## config.mk

```make
export PLATFORM = sky130hd
export DESIGN_NAME = usb_in_arb
export DESIGN_NICKNAME = d
export VERILOG_FILES = /design/src/rtl/usb_arb_pkg.sv /design/src/rtl/usb_rr_pick.sv /design/src/rtl/usb_in_arb.sv
export SDC_FILE = /design/constraint.sdc
export NUM_CORES = 1
export LEC_CHECK = 0
export CORE_UTILIZATION = 42
export CTS_CLUSTER_DIAMETER = 30
export DETAILED_ROUTE_END_ITERATION = 10
export PLACE_DENSITY = 0.89
export SETUP_SLACK_MARGIN = 0.02
export SLEW_MARGIN = 30
export SYNTH_ARGS = -nofsm -noshare
export SYNTH_HDL_FRONTEND = slang
export SYNTH_SLANG_ARGS = --single-unit
```

## constraint.sdc

```tcl
create_clock -name clk_i -period 1.58 [get_ports clk_i]
set_input_delay 0.158 -clock clk_i [delete_from_list [all_inputs] [get_ports clk_i]]
set_output_delay 0.158 -clock clk_i [all_outputs]
set_load 0.1 [all_outputs]
```

## src/rtl/usb_arb_pkg.sv

```systemverilog
// Shared constants and types for the USB_CDC IN-stream round-robin arbiter.
package usb_arb_pkg;

  localparam int BYTE_W      = 8;
  localparam int NUM_REQ_MIN = 2;
  localparam int NUM_REQ_MAX = 8;

  typedef enum logic {
    IDLE  = 1'b0,
    GRANT = 1'b1
  } state_t;

  function automatic bit num_req_legal(input int n);
    return (n >= NUM_REQ_MIN) && (n <= NUM_REQ_MAX);
  endfunction

endpackage

```

## src/rtl/usb_rr_pick.sv

```systemverilog
// Combinational round-robin picker: first eligible index strictly after 'last', wrapping.
module usb_rr_pick #(
  parameter  int NUM_REQ = 4,
  localparam int IDX_W   = $clog2(NUM_REQ)
) (
  input  logic [NUM_REQ-1:0] eligible,
  input  logic [IDX_W-1:0]   last,
  output logic [NUM_REQ-1:0] pick,
  output logic [IDX_W-1:0]   idx,
  output logic               any
);

  always_comb begin
    // NOTE: every output gets a default before the search so no path infers a latch.
    pick = '0;
    idx  = '0;
    any  = 1'b0;
    // Offset i = 1..NUM_REQ walks the ring starting just past the last grant.
    for (int i = 1; i <= NUM_REQ; i++) begin
      for (int k = 0; k < NUM_REQ; k++) begin
        if (!any && (k == (int'(last) + i) % NUM_REQ) && eligible[k]) begin
          any     = 1'b1;
          pick[k] = 1'b1;
          idx     = IDX_W'(k);
        end
      end
    end
  end

endmodule

```

## src/rtl/usb_in_arb.sv

```systemverilog
// Round-robin arbiter sharing the USB_CDC IN byte stream among NUM_REQ sources,
// with bounded bursts and a one-entry output register decoupled from arbitration.
module usb_in_arb
  import usb_arb_pkg::*;
#(
  parameter int NUM_REQ   = 4,
  parameter int BURST_MAX = 16
) (
  input  logic                      clk_i,
  input  logic                      rstn_i,
  input  logic [BYTE_W*NUM_REQ-1:0] req_data_i,
  input  logic [NUM_REQ-1:0]        req_valid_i,
  output logic [NUM_REQ-1:0]        req_ready_o,
  input  logic [NUM_REQ-1:0]        req_mask_i,
  output logic [BYTE_W-1:0]         in_data_o,
  output logic                      in_valid_o,
  input  logic                      in_ready_i,
  output logic [NUM_REQ-1:0]        grant_o,
  output logic                      busy_o
);

  localparam int              IDX_W     = $clog2(NUM_REQ);
  localparam int              CNT_W     = $clog2(BURST_MAX + 1);
  localparam logic [CNT_W-1:0] LAST_BEAT = CNT_W'(BURST_MAX - 1);

  if (!num_req_legal(NUM_REQ) || (BURST_MAX < 1)) begin : g_param_check
    $error("usb_in_arb: NUM_REQ must be 2..8 and BURST_MAX >= 1");
  end

  state_t              state_q;
  logic [IDX_W-1:0]    last_q;
  logic [NUM_REQ-1:0]  grant_q;
  logic [CNT_W-1:0]    cnt_q;
  logic [BYTE_W-1:0]   data_q;
  logic                valid_q;

  logic [NUM_REQ-1:0]  eligible;
  logic [NUM_REQ-1:0]  pick_onehot;
  logic [IDX_W-1:0]    pick_idx;
  logic                pick_any;
  logic                g_valid;
  logic                g_mask;
  logic [BYTE_W-1:0]   g_data;
  logic                slot_free;
  logic                accept;
  logic                consume;
  logic                release_now;

  assign eligible = req_valid_i & req_mask_i;

  usb_rr_pick #(.NUM_REQ(NUM_REQ)) u_pick (
    .eligible (eligible),
    .last     (last_q),
    .pick     (pick_onehot),
    .idx      (pick_idx),
    .any      (pick_any)
  );

  // grant_q is all-zero in IDLE, so these reduce to "nothing granted" there.
  assign g_valid = |(req_valid_i & grant_q);
  assign g_mask  = |(req_mask_i & grant_q);

  always_comb begin
    g_data = '0;
    for (int k = 0; k < NUM_REQ; k++) begin
      if (grant_q[k]) g_data = req_data_i[BYTE_W*k +: BYTE_W];
    end
  end

  // A byte may enter when the register is empty or is being drained this cycle.
  assign slot_free   = ~valid_q | in_ready_i;
  assign req_ready_o = grant_q & req_mask_i & {NUM_REQ{slot_free}};
  assign accept      = |(req_ready_o & req_valid_i);
  assign consume     = valid_q & in_ready_i;
  assign release_now = (accept && (cnt_q == LAST_BEAT)) || !g_valid || !g_mask;

  // NOTE: state registers use non-blocking assignments so all flops update together.
  always_ff @(posedge clk_i or negedge rstn_i) begin
    if (!rstn_i) begin
      state_q <= IDLE;
      grant_q <= '0;
      last_q  <= IDX_W'(NUM_REQ - 1);
      cnt_q   <= '0;
    end else if (state_q == IDLE) begin
      if (pick_any) begin
        state_q <= GRANT;
        grant_q <= pick_onehot;
        last_q  <= pick_idx;
        cnt_q   <= '0;
      end
    end else begin
      if (accept) cnt_q <= cnt_q + CNT_W'(1);
      if (release_now) begin
        state_q <= IDLE;
        grant_q <= '0;
      end
    end
  end

  // Output register lives independently of arbitration; a pending byte survives regrants.
  always_ff @(posedge clk_i or negedge rstn_i) begin
    if (!rstn_i) begin
      data_q  <= '0;
      valid_q <= 1'b0;
    end else if (accept) begin
      data_q  <= g_data;
      valid_q <= 1'b1;
    end else if (consume) begin
      valid_q <= 1'b0;
    end
  end

  assign in_data_o  = data_q;
  assign in_valid_o = valid_q;
  assign grant_o    = grant_q;
  assign busy_o     = (state_q == GRANT) | valid_q;

endmodule

```

==> impl_metrics.json <==
{
  "synth_area_leaders": "dfrtp_1 33%, a21oi_1 6.3%, a22oi_1 6.3%",
  "async_flop_share": 1.00,
  "seqPwrFrac": 0.244,
  "synth_ff_type": "dfrtp_1",
  "grt_first_pass_wirelength_um": 7690,
  "drt_iter0_drc": 109,
  "syn-num-nets": 216,
  "finClkSkew_ns": 0.0140,
  "antenna-diode-count": 0,
  "cts-root-buf": "clkbuf_4",
  "report.final.slew_viol_count": 0,
  "synth_commonest_cells": "19 x dfrtp_1, 18 x a21oi_1, 16 x nand2_1, 14 x nor2_1, 12 x a22oi_1",
  "synthCells": 171,
  "min_path_type": "input pin to asynchronous set/reset pin",
  "clk_path_buf_depth": 2,
  "synth_edf_count": 0,
  "crit_required_ns": 1.42,
  "syn_to_final_growth_pct": 80.5,
  "clkTransAtPathRegs_ns": 0.13,
  "synth_top_cell_by_area": "dfrtp_1",
  "fp.dieH_um": 60.6,
  "track_usage": 0.293,
  "synth.most_common_cell": "dfrtp_1",
  "grt_antenna_before_repair": 0,
  "wl_per_cell_um": 16.9,
  "drc": 0,
  "endpoint_kind": "output pin",
  "row_count": 20,
  "fin_setup_tns_ns": 0,
  "clk_latency_ns": 0.32,
  "internal_power_mw": 1.99,
  "cp_slowest_stage_delay_ns": 0.51,
  "dieArea_sq_mm": 0.00367,
  "coreArea_sq_mm": 0.00315,
  "cts_buffers": 3,
  "whs_ns": 0.160,
  "setup_slack_ns": 0.0282,
  "cpMaxStageDelayCell": "dfrtp_4",
  "post-dp-hpwl_um": 4000,
  "stdcell_count": 300,
  "dpl.cell_count": 295,
  "seq_area_sq_um": 548,
  "multiInputGateArea_sq_um": 910,
  "syn_area_sq_mm": 0.00144,
  "clkPwrFrac": 0.065,
  "io_buffers": 60,
  "status": "finished, final reports clean",
  "rsz0062_at_grt": "yes",
  "yosysWarnings": 0,
  "synth.top_cell.area_share": 0.330,
  "fill_cells": 200,
  "initial_core_util": 0.457,
  "clock_sinks": 21,
  "num-nets-final": 302,
  "arrival_ns": 1.39,
  "grt_overflow": 0,
  "switching_share": 0.524,
  "cp-start-kind": "register",
  "drive_gt1_frac": 0.336,
  "place_ws_ns": -0.194,
  "postRouteAntennaNets": 0,
  "drt-total-wl_um": 5060,
  "ys_seq_area_frac": 0.367,
  "finalCritPeriodShare": 0.982,
  "reg2reg_slack_ns": 0.05,
  "switching_power_mw": 2.19,
  "hold_violations": 0,
  "ios": 61,
  "max_cap_violations": 0,
  "ys_types": 42,
  "peakVddDrop_uv": 806,
  "grt_max_degree": 22,
  "p_leak_nw": 1.11,
  "syn_avg_cell_area_sq_um": 8.42,
  "critPathMaxFanout": 5,
  "setup-violations-final": 0,
  "min_period_ns": 1.55,
  "gp_congestion": 0.931,
  "cts_tree": "done",
  "die_w_um": 60.6,
  "p_per_area_mw_per_mm2": 1610,
  "avgViaCountPerCell": 5.74,
  "num_vias": 1723,
  "p_comb_frac": 0.691,
  "grt_pass1_vias": 1676,
  "fmax_mhz": 644,
  "htree_num_levels": 1,
  "drt_pre_antenna_iters": 4,
  "worstMarginPinSlew_ns": 0.329,
  "crit_chain": "nor2b_4 -> buf_6 -> nor2_4 -> buf_12",
  "ys_seq_elements": 21,
  "relSlewSlack": 0.780,
  "crit_type": "register to output pin"
}
-- state kept, by name, summed over array words and instances, names as in the netlist --
| name | count |
|---|---|
| state_q | 1 |
| last_q | 2 |
| in_data_o | 8 |
| grant_o | 4 |
| in_valid_o | 1 |
| cnt_q | 5 |
-- path summary, 6_finish.rpt --
| kind | startpoint | end | depth (start not counted) |
|---|---|---|---|
| worst max register to register | last_q[0]$_DFFE_PN1P_ | last_q[0]$_DFFE_PN1P_ | 4 |
| worst min-delay path | rstn_i | in_data_o[3]$_DFFE_PN0P_ | 2 |
| min in group clk_i | req_data_i[30] | in_data_o[6]$_DFFE_PN0P_ | 3 |
| worst max-delay path | in_valid_o$_DFFE_PN0P_ | req_ready_o[2] | 4 |
| worst min register to register | cnt_q[0]$_DFFE_PN0P_ | cnt_q[0]$_DFFE_PN0P_ | 1 |
| max in group asynchronous | rstn_i | last_q[1]$_DFFE_PN1P_ | 2 |
-- cells by family (layout without fill, tap and decap cells) --
family          Yosys count  after routing  share of synthesized area
compound gates           61             61                      0.303
simple gates             60             60                      0.207
flops                    21             21                      0.367
buf+inv                  21            106                     0.0643
mux                       5              5                     0.0356
fa+ha+maj                 2              2                     0.0174
xor+xnor                  1              1                    0.00608
-- cell usage in the layout (no fill, tap or decap), drive strengths merged, types with 4 or more instances in the layout --
cell type       n
buf            49
clkdlybuf4s50  42
dfrtp          19
a21oi          18
nand2          17
nor2           14
a22oi          12
inv            11
nand3          10
a221o           8
o21ai           8
and3            4
mux2i           4
-- power groups by stage --
stage	sequential, mW	clock, mW	combinational (mW)
floorplan	1.83	0	0.851
global placement	1.01	0	2.74
detailed placement	1.02	0	2.81
CTS	1.01	0.276	2.83
global route	1.05	0.304	3.00
finish	1.02	0.270	2.89
-- stage by stage --
| stage | instance area (sq um) | util | power (mW) |
|---|---|---|---|
| floorplan | 1530 | - | 2.68 |
| finish | 2600 | 0.824 | 4.18 |
| CTS | 2560 | 0.812 | 4.12 |
| detailed placement | 2530 | 0.801 | 3.84 |
| global placement | 2530 | 0.801 | 3.75 |
| global route | 2600 | 0.824 | 4.35 |
-- per-layer routing --
metal  up-vias  wire length, um  GRT usage
li1        808                -          -
met1       813             1930      0.315
met2        87             2580      0.553
met3        15              445     0.0789
met4         0              103     0.0974
met5         -                0          0
-- critical path: cells and delay by family, from the launching register on --
| family | cells | cell delay [ns] |
|---|---|---|
| buffers and inverters | 2 | 0.32 |
| flip-flops | 1 | 0.51 |
| AND/OR/NAND/NOR | 2 | 0.25 |
-- layout make-up --
class,instances,share of cell area
Multi-Input combinational cell,129,0.350
Sequential cell,21,0.211
Timing Repair Buffer,91,0.391
Clock inverter,1,0.00193
Inverter,11,0.0159
Tap cell,44,0.0212
Clock buffer,3,0.00867
-- repair_timing --
action                                  in CTS  in global routing
pin swaps                                    4                  0
hold buffers                                 0                  0
endpoints found under the hold margin        0                  0
endpoints found under the setup margin       7                 11
buffers inserted                             1                  1
resized for setup                            3                  8
Note: power is estimated with default switching activity, not from simulation.
